**src/rtl/ext_mem_ctrl.sv**
```systemverilog
// MOVX external data-memory sequencer: drives multiplexed P0/P2, ALE, RD_n, WR_n with fixed phase timing.
// Optional EXT_MEM_WAIT_EN adds a wait_n input that stretches the last strobe cycle.
module ext_mem_ctrl #(
  parameter int unsigned ALE_CYCLES    = 1,
  parameter int unsigned STROBE_CYCLES = 3
) (
  input  logic        clock,
  input  logic        reset,
  input  logic        req,
  input  logic        req_we,
  input  logic        req_short,
  input  logic [15:0] req_addr,
  input  logic [7:0]  req_wdata,
  input  logic [7:0]  p2_sfr,
  input  logic [7:0]  p0_in,
`ifdef EXT_MEM_WAIT_EN
  input  logic        wait_n,
`endif
  output logic        busy,
  output logic        done,
  output logic [7:0]  rdata,
  output logic [7:0]  p2_out,
  output logic [7:0]  p0_out,
  output logic        p0_oe,
  output logic        ale,
  output logic        rd_n,
  output logic        wr_n
);

  // state  | meaning
  // IDLE   | P2 follows the SFR latch, waiting for req
  // ADDR   | ALE high, address on P0/P2
  // LATCH  | ALE low, address held for latch hold time
  // STROBE | RD_n or WR_n low
  // HOLD   | strobes released, done pulse, write data still driven
  typedef enum logic [2:0] {IDLE, ADDR, LATCH, STROBE, HOLD} state_t;

  localparam logic [3:0] ALE_TC = 4'(ALE_CYCLES - 1);
  localparam logic [3:0] STB_TC = 4'(STROBE_CYCLES - 1);

  state_t      state, state_nxt;
  logic [3:0]  cnt, cnt_nxt;
  logic        we_q, short_q;
  logic [15:0] addr_q;
  logic [7:0]  wdata_q, p2_q;
  logic        accept, rd_cap;
  logic        wait_ok;

`ifdef EXT_MEM_WAIT_EN
  assign wait_ok = wait_n;
`else
  assign wait_ok = 1'b1;
`endif

  always_ff @(posedge clock) begin
    if (reset) begin
      state   <= IDLE;
      cnt     <= '0;
      rdata   <= '0;
      we_q    <= 1'b0;
      short_q <= 1'b0;
      addr_q  <= '0;
      wdata_q <= '0;
      p2_q    <= '0;
    end else begin
      state <= state_nxt;
      cnt   <= cnt_nxt;
      if (accept) begin
        we_q    <= req_we;
        short_q <= req_short;
        addr_q  <= req_addr;
        wdata_q <= req_wdata;
        p2_q    <= p2_sfr;
      end
      if (rd_cap) rdata <= p0_in;
    end
  end

  always_comb begin
    state_nxt = state;
    cnt_nxt   = cnt;
    accept    = 1'b0;
    rd_cap    = 1'b0;
    busy      = 1'b1;
    done      = 1'b0;
    ale       = 1'b0;
    rd_n      = 1'b1;
    wr_n      = 1'b1;
    p0_oe     = 1'b0;
    p0_out    = '0;
    // SFR value frozen at acceptance so P2 stays stable for the whole access
    p2_out    = short_q ? p2_q : addr_q[15:8];
    case (state)
      IDLE: begin
        busy   = 1'b0;
        p2_out = p2_sfr;
        if (req) begin
          accept    = 1'b1;
          state_nxt = ADDR;
          cnt_nxt   = ALE_TC;
        end
      end
      ADDR: begin
        ale    = 1'b1;
        p0_oe  = 1'b1;
        p0_out = addr_q[7:0];
        if (cnt == 4'd0) state_nxt = LATCH;
        else             cnt_nxt   = cnt - 4'd1;
      end
      LATCH: begin
        p0_oe     = 1'b1;
        p0_out    = addr_q[7:0];
        state_nxt = STROBE;
        cnt_nxt   = STB_TC;
      end
      STROBE: begin
        if (we_q) begin
          wr_n   = 1'b0;
          p0_oe  = 1'b1;
          p0_out = wdata_q;
        end else begin
          rd_n = 1'b0;
        end
        if (cnt == 4'd0) begin
          if (wait_ok) begin
            state_nxt = HOLD;
            rd_cap    = ~we_q;
          end
        end else begin
          cnt_nxt = cnt - 4'd1;
        end
      end
      HOLD: begin
        done = 1'b1;
        if (we_q) begin
          p0_oe  = 1'b1;
          p0_out = wdata_q;
        end
        state_nxt = IDLE;
      end
      default: state_nxt = IDLE;
    endcase
  end

endmodule
```
**config.mk**
```make
export PLATFORM = sky130hd
export DESIGN_NAME = ext_mem_ctrl
export DESIGN_NICKNAME = d
export VERILOG_FILES = /design/src/rtl/ext_mem_ctrl.sv
export SDC_FILE = /design/constraint.sdc
export NUM_CORES = 1
export LEC_CHECK = 0
export ABC_AREA = 1
export BUFFER_PORTS_ARGS = -buffer_cell sky130_fd_sc_hd__buf_2
export CORE_MARGIN = 2
export CORE_UTILIZATION = 54
export DETAILED_ROUTE_END_ITERATION = 6
export PLACE_DENSITY = 0.85
export SLEW_MARGIN = 30
export SYNTH_ARGS = -nofsm -noshare
export SYNTH_HDL_FRONTEND = slang
export SYNTH_SLANG_ARGS = --single-unit
```
**constraint.sdc**
```tcl
create_clock -name clock -period 3.1 [get_ports clock]
set_clock_uncertainty 0.1 [all_clocks]
set_input_delay 0.155 -clock clock [delete_from_list [all_inputs] [get_ports clock]]
set_output_delay 0.155 -clock clock [all_outputs]
set_load 0.05 [all_outputs]
```
== Word-level counts from Yosys, hierarchy flattened ==
Index checks and enable logic that the tools add are counted.

* Add/sub/neg operators: 1
* Mux-type cells: 23
* Reductions and logical operators: 8
* Bitwise logic cells: 1
* Equality and inequality tests: 8

{| class="wikitable"
|+ Operator list
! operator !! number
|-
| 8-bit 2-to-1 mux || 3
|-
| 8-bit case mux with 2 select lines || 1
|-
| 3-bit case mux with 4 select lines || 1
|-
| 4-bit case mux with 3 select lines || 1
|-
| 1-bit 2-to-1 mux || 11
|-
| 3-bit 2-to-1 mux || 3
|-
| 4-bit 2-to-1 mux || 2
|-
| 2-bit != test (second input constant) || 4
|-
| 3-bit by 2-bit equality test with 1-bit output (second input constant) || 2
|-
| 3-bit AND reduction || 2
|-
| 2-bit OR reduction || 3
|-
| 4-bit logical NOT || 1
|-
| 4-bit by 1-bit subtractor with 4-bit output (second input constant) || 1
|-
| 3-bit by 1-bit equality test with 1-bit output (second input constant) || 1
|-
| 3-bit equality test (second input constant) || 1
|-
| 3-bit logical NOT || 1
|-
| 3-bit nonzero test || 1
|-
| 1-bit case mux with 2 select lines || 1
|-
| 1-bit inverter || 1
|}

* Input port bits: 45
* Word-level logic and storage cells: 49
* Register bits after elaboration: 49
* Output and inout bits: 30

== Longest topological paths before layout ==
Gate-level depths: netlist of run 1.

* Word-level depth: 4
* Mapped depth: 8
* Gate-level depth less buffers: 7

== Least setup slack after synthesis of run 1 ==
Ideal clock, no wire load.

* Kind: flip-flop to output port
* From: reg state[1]
* To: out p0_out[0]
* Buffers on the path: 1
* Stages on the path, launching flop included: 7
* Required time: 2845 ps
* Data arrival time: 1918 ps
* Path slack: 927 ps
* Cell sequence: dfxtp_1 > clkbuf_2 > nor2_1 > nand2_1 > inv_1 > o21ai_2 > o22ai_1

* Longest elaborated chain between the ends: 3
* Elaborated cells between the ends (all ways): 7
* Classes of those cells: eq/ne: 4; mux: 1; reduce/logical: 2

{| class="wikitable"
|+ Ends and longest elaborated chain
! item !! line !! source
|-
| start, declared || 41 || <nowiki>state_t state, state_nxt;</nowiki>
|-
| start signal, assigned || 66 || <nowiki>state <= state_nxt;</nowiki>
|-
| 3-bit equality test, or another cell as far along || 93 || <nowiki>case (state)</nowiki>
|-
| 2-bit OR reduction (no source line) || n/a ||
|-
| 8-bit case mux with 2 select lines (*) || 93 ||
|-
| end, declared || 23 || <nowiki>output logic [7:0] p0_out,</nowiki>
|}

Mark *: on every way between the ends. The rest lies on a longest branch, timed or not.

== Worst setup path in the final report of run 1 ==
* From: reg state[0]
* To: out p0_out[3]

The elaborated chain is that of the path after synthesis.

==> results.md, run 1 <==
- Synthesized area: 2250 um^2
- Main combinational cell family by area after synthesis: simple AND/OR/NAND/NOR gates
- Worst skew pair latency: 0.30 ns
- Count of input and output buffers: 74
- Rows: 23
- Final nets: 420
- DRC Markers: 0
- N_diodes: 0
- MaxCap Viol Count: 0
- Setup crit end kind: primary output
- CP arrival: 1.88 ns
- Slowest CP cell: dfxtp_1
- Synth cell count leaders: 56 x nand2_1, 49 x dfxtp_1, 38 x a21oi_1
- Clock slew at reported path FFs: 0.09 ns
- Routability cong.: 0.782
- First-pass GRT wire length: 7990 um
- Final setup TNS: 0 ns
- WL per Instance: 12.0 um
- CP Max Fanout: 9
- Initial core utilization: 0.562
- Post-synthesis cell type count: 30
- Critical path startpoint category: flop
- Clk buf depth: 2
- First-pass DRT Iterations: 4
- Setup violators final: 0
- Synth async-reset ratio: 0
- Post-synthesis mux area share: 0
- XOR/XNOR Fraction of Synth Area: 0
- Post-DRT Antenna Nets: 0
- Fin. max-slew vios: 0
- # IOs: 75
- Routed vias/inst: 5.22
- HP Class: primary input to flop
- Initial DRC Count: 91
- Fmax: 468 MHz
- Synth Instances: 306
- Register area share after synthesis: 0.437
- Total Wirelength: 5110 um
- Initial antenna violation count: 0
- Leakage power: 1.22 nW
- Syn_nets: 353
- Finished Core Util: 0.678
- Synth Area in Compound Gates: 0.187
- Die width: 68.5 um
- TritonCTS clock tree: yes
- Critical Path RT: 2.84 ns
- Die ar.: 4690 um^2
- Most frequent cell after synthesis: nand2_1
- Detailed Place HPWL: 3560 um
- Synth top area share: 0.437
- Crit path kind: flop to primary output
- Prevailing post-synth register cell: dfxtp_1
- Layout area overhead: 20.7%
- Total grt overflow: 0
- Final worst path period share: 0.689
- Critical Path, Cell by Cell: nand2_1 -> o21ai_0 -> inv_2 -> o22ai_1 -> buf_2
- CP max stage delay: 0.47 ns
- GRT Util Overall: 0.226
- H-tree levels: 2
- Root Buffer: clkbuf_8
- Total chip power: 2.81 mW
- CTS resizes: 0
- Most area-consuming cells after synthesis: dfxtp_1 44%, nand2_1 9.4%, a21oi_1 8.5%
- Outcome: finished clean
- Final Hold Vio Count: 0
- Rel. slew slack: 0.512
- Count of flip-flops with a built-in enable after synthesis: 0
- TritonCTS Buffers: 5
- Adder-Cell Fraction of Synth Area: 0.0111
- Worst-margin pin slew: 0.728 ns
- Flop and latch count out of synthesis: 49
- Largest net degree at the start of global routing: 52
- Syn_area_per_cell: 7.34 um^2
- Maximum VDD drop: 752 uV
- Core area: 4000 um^2
- Via Count: 2213
- CTS Sinks: 49
- Cell taking the most area after synthesis: dfxtp_1
- Share of layout cells above drive strength 1: 0.246
- Area share of and/or/nand/nor cells after synthesis: 0.258
- Synthesis Warnings: 0
- Pwr Density: 1040 nW/um^2
- Cts hold-fix bufs: 0
- Unrepaired setup endpoints after global routing: false
- Number of global-route vias before repair: 1945
- Post-CTS Setup Inserts: 0
- Final min period: 2.14 ns
- Die H: 68.5 um
==> kinds of logic (layout without fill, tap and decap cells) <==
kind of cell | Yosys count | count (layout)
flops | 49 | 49
simple gates | 127 | 127
fa+ha+maj | 2 | 2
compound gates | 78 | 78
buf+inv | 50 | 118
==> layout make-up <==
class | count | area, um^2
Fill cell | 343 | 1290
Timing Repair Buffer | 75 | 378
Multi-Input combinational cell | 207 | 1020
Clock inverter | 3 | 65.1
Sequential cell | 49 | 981
Tap cell | 50 | 62.6
Inverter | 35 | 131
Clock buffer | 5 | 68.8
==> through the flow <==
step           cell area [um^2]  hold slack (ns)  std cells  setup slack (ns)
2_1_floorplan              2250            0.132        306             0.927
3_3_place_gp               2580            0.320        416              1.32
3_5_place_dp               2580            0.328        416              1.28
4_1_cts                    2710          0.00659        424             0.975
5_1_grt                    2710           0.0125        424             0.815
6_report                   2710          0.00781        424             0.964
==> per-layer routing <==
metal	track usage	routed length, um	share of wire	vias up
li1	-	-	-	1139
met1	0.266	2330	0.46	995
met2	0.388	2330	0.46	73
met3	0.0666	389	0.076	6
met4	0.0825	63	0.012	0
met5	0	0	0	-
==> cells in the final DEF, fill, tap and decap left out <==
master and count:
nand4_1 1, o21ai_1 16, nand2_4 1, buf_4 1, o21ai_0 5, inv_2 3, nor3_1 2, nand3b_1 8
ha_1 2, clkinv_1 2, nor2_2 1, buf_2 74, bufinv_16 2, nor2_1 34, o211ai_1 1, a21oi_1 38
clkinv_2 1, o21ai_2 1, nor2_4 1, nor3_4 2, a31oi_1 8, a22oi_1 1, o22ai_1 8, inv_1 30
dfxtp_1 49, nand3_1 21, nand2_1 56, clkbuf_8 5
==> power by group <==
group | internal (mW) | switching, mW
combinational | 0.351 | 1.06
clock | 0.320 | 0.214
sequential | 0.771 | 0.0961
total | 1.44 | 1.37
==> critical path, delay by kind of cell (launching register included) <==
| kind | cells | cell delay [ns] |
|---|---|---|
| and+or+nand+nor | 1 | 0.15 |
| DFF | 1 | 0.47 |
| buffers and inverters | 2 | 0.45 |
| AOI/OAI and AO/OA | 2 | 0.51 |
==> sequential cells by signal, summed over array words and instances, names as in the netlist <==
register and count:
state 3, rdata 8, wdata_q 8, we_q 1, p2_q 8, short_q 1, addr_q 16, cnt 4
==> final timing paths <==
path              slack (ns)    startpoint         end  depth (start not counted)
setup / recovery        0.96      state[0]   p0_out[3]                          5
hold / removal         0.008  req_wdata[2]  wdata_q[2]                          3
setup reg to reg        1.36      state[2]     short_q                          4
hold reg to reg         0.36    wdata_q[2]  wdata_q[2]                          2
No activity file was read; power rests on OpenSTA's default activity.
==> inputs of run 2 (changes only) <==
Settings changed: CORE_UTILIZATION 54 to 50, PLACE_DENSITY 0.85 to 0.79.
Clock period 3.1 ns to 2 ns, I/O delays scaled along.
==> results.md, run 2 (same netlist as run 1, synthesis figures left out) <==
- HP Class: primary input to flop
- Setup crit end kind: primary output
- CP arrival: 1.69 ns
- DP Worst Slack: 0.318 ns
- Area after DPL: 2640 um^2
- First-pass DRT Iterations: 4
- Die H: 71.0 um
- Initial DRC Count: 97
- Critical Path RT: 1.80 ns
- TritonCTS clock tree: yes
- Pwr Density: 1410 nW/um^2
- # IOs: 75
- Worst skew pair latency: 0.30 ns
- Detailed Place HPWL: 3580 um
- CTS Sinks: 49
- Metal-1 WL: 2640 um
- Number of global-route vias before repair: 2109
- Largest net degree at the start of global routing: 52
- Most frequent cells in the layout: 68 x buf_2, 56 x nand2_1, 48 x dfxtp_1, 38 x a21oi_1, 35 x dlygate4sd3_1
- TritonCTS Buffers: 5
- Setup violators final: 0
- Clk buf depth: 2
- Rel. slew slack: 0.659
- Reg2Reg Setup Slack: 0.41 ns
- Final worst slack: 0.113 ns
- Leakage power: 1.38 nW
- Outcome: finished clean
- Layout area overhead: 39.6%
- WL per Instance: 12.4 um
- Rows: 24
- Core area: 4350 um^2
- MaxCap Viol Count: 0
- Worst-margin pin slew: 0.509 ns
- Final nets: 458
- Fin area: 3140 um^2
- Final setup TNS: 0 ns
- Die width: 71.0 um
- H-tree levels: 2
- Count of input and output buffers: 74
- N_diodes: 0
- Most flops, register: addr_q
- Post-DRT Antenna Nets: 0
- DRC Markers: 0
- Total grt overflow: 0
- Routability cong.: 0.771
- Routed wl met2: 2780 um
- Total chip power: 4.43 mW
- Root Buffer: clkbuf_8
- Fin. max-slew vios: 0
- Fmax: 530 MHz
- GRT Util Overall: 0.235
- Maximum VDD drop: 994 uV
- Unrepaired setup endpoints after global routing: false
- Initial antenna violation count: 0
- Max reg flops: 16
- Max Used Layer: met4
- Final worst path period share: 0.944
- Die ar.: 5050 um^2
- Final min period: 1.89 ns
- Total Wirelength: 5760 um
- Routed vias/inst: 5.06
- Initial core utilization: 0.516
- Commonest non-fill, non-tap cell in the layout: buf_2
- Clock slew at reported path FFs: 0.09 ns
- Crit path kind: flop to primary output
- Critical path startpoint category: flop
- DR WL met3: 284 um
- Final Hold Vio Count: 0
- CP Max Fanout: 17
- First-pass GRT wire length: 9460 um
- Via Count: 2348
- Share of layout cells above drive strength 1: 0.250
-- run 2: layout make-up --
cell class | count | area [um^2]
clock buffers | 6 | 82.6
clock inverters | 2 | 37.5
fillers | 326 | 1220
inverters | 35 | 131
multi-input cells | 207 | 1070
flip-flops and latches | 49 | 982
well taps | 52 | 65.1
repair buffers | 113 | 766
-- run 2: metrics by stage --
step / cells / hold WS [ns] / utilization
floorplan: 306 / 0.0773 / -
global placement: 421 / 0.260 / 0.606
CTS: 464 / 0.0108 / 0.717
finish: 464 / 0.0117 / 0.721
detailed placement: 421 / 0.277 / 0.606
global route: 464 / 0.0226 / 0.721
-- run 2: critical path, cell delays in order, from the launching register on --
cell	delay, ns
dfxtp_1	0.38
nor3_4	0.29
inv_2	0.20
a31oi_1	0.22
buf_2	0.30
-- run 2: where the power goes --
part / switching [mW] / internal [mW] / leakage, nW / total, mW
logic: 1.73 / 0.642 / 0.915 / 2.37
registers: 0.138 / 1.20 / 0.402 / 1.34
clock network: 0.323 / 0.407 / 0.0574 / 0.730
-- run 2: worst paths after layout --
| kind | cells past startpoint | end | startpoint |
|---|---|---|---|
| hold / removal | 4 | rdata[3] | p0_in[3] |
| hold reg to reg | 2 | wdata_q[2] | wdata_q[2] |
| setup reg to reg | 4 | short_q | state[2] |
| setup / recovery | 4 | p2_out[6] | state[2] |
-- run 2: timing repair --
item | CTS | global route
endpoints found under the setup margin | 4 | 9
resized for setup | 4 | 7
hold endpoints to repair | 35 | 0
setup buffers | 0 | 0
hold buffers | 35 | 0
-- run 2: routing by layer --
layer,global-route usage,vias to the layer above
met5,0,-
met4,0.0629,0
met3,0.0442,5
met2,0.410,80
met1,0.299,1046
li1,-,1217
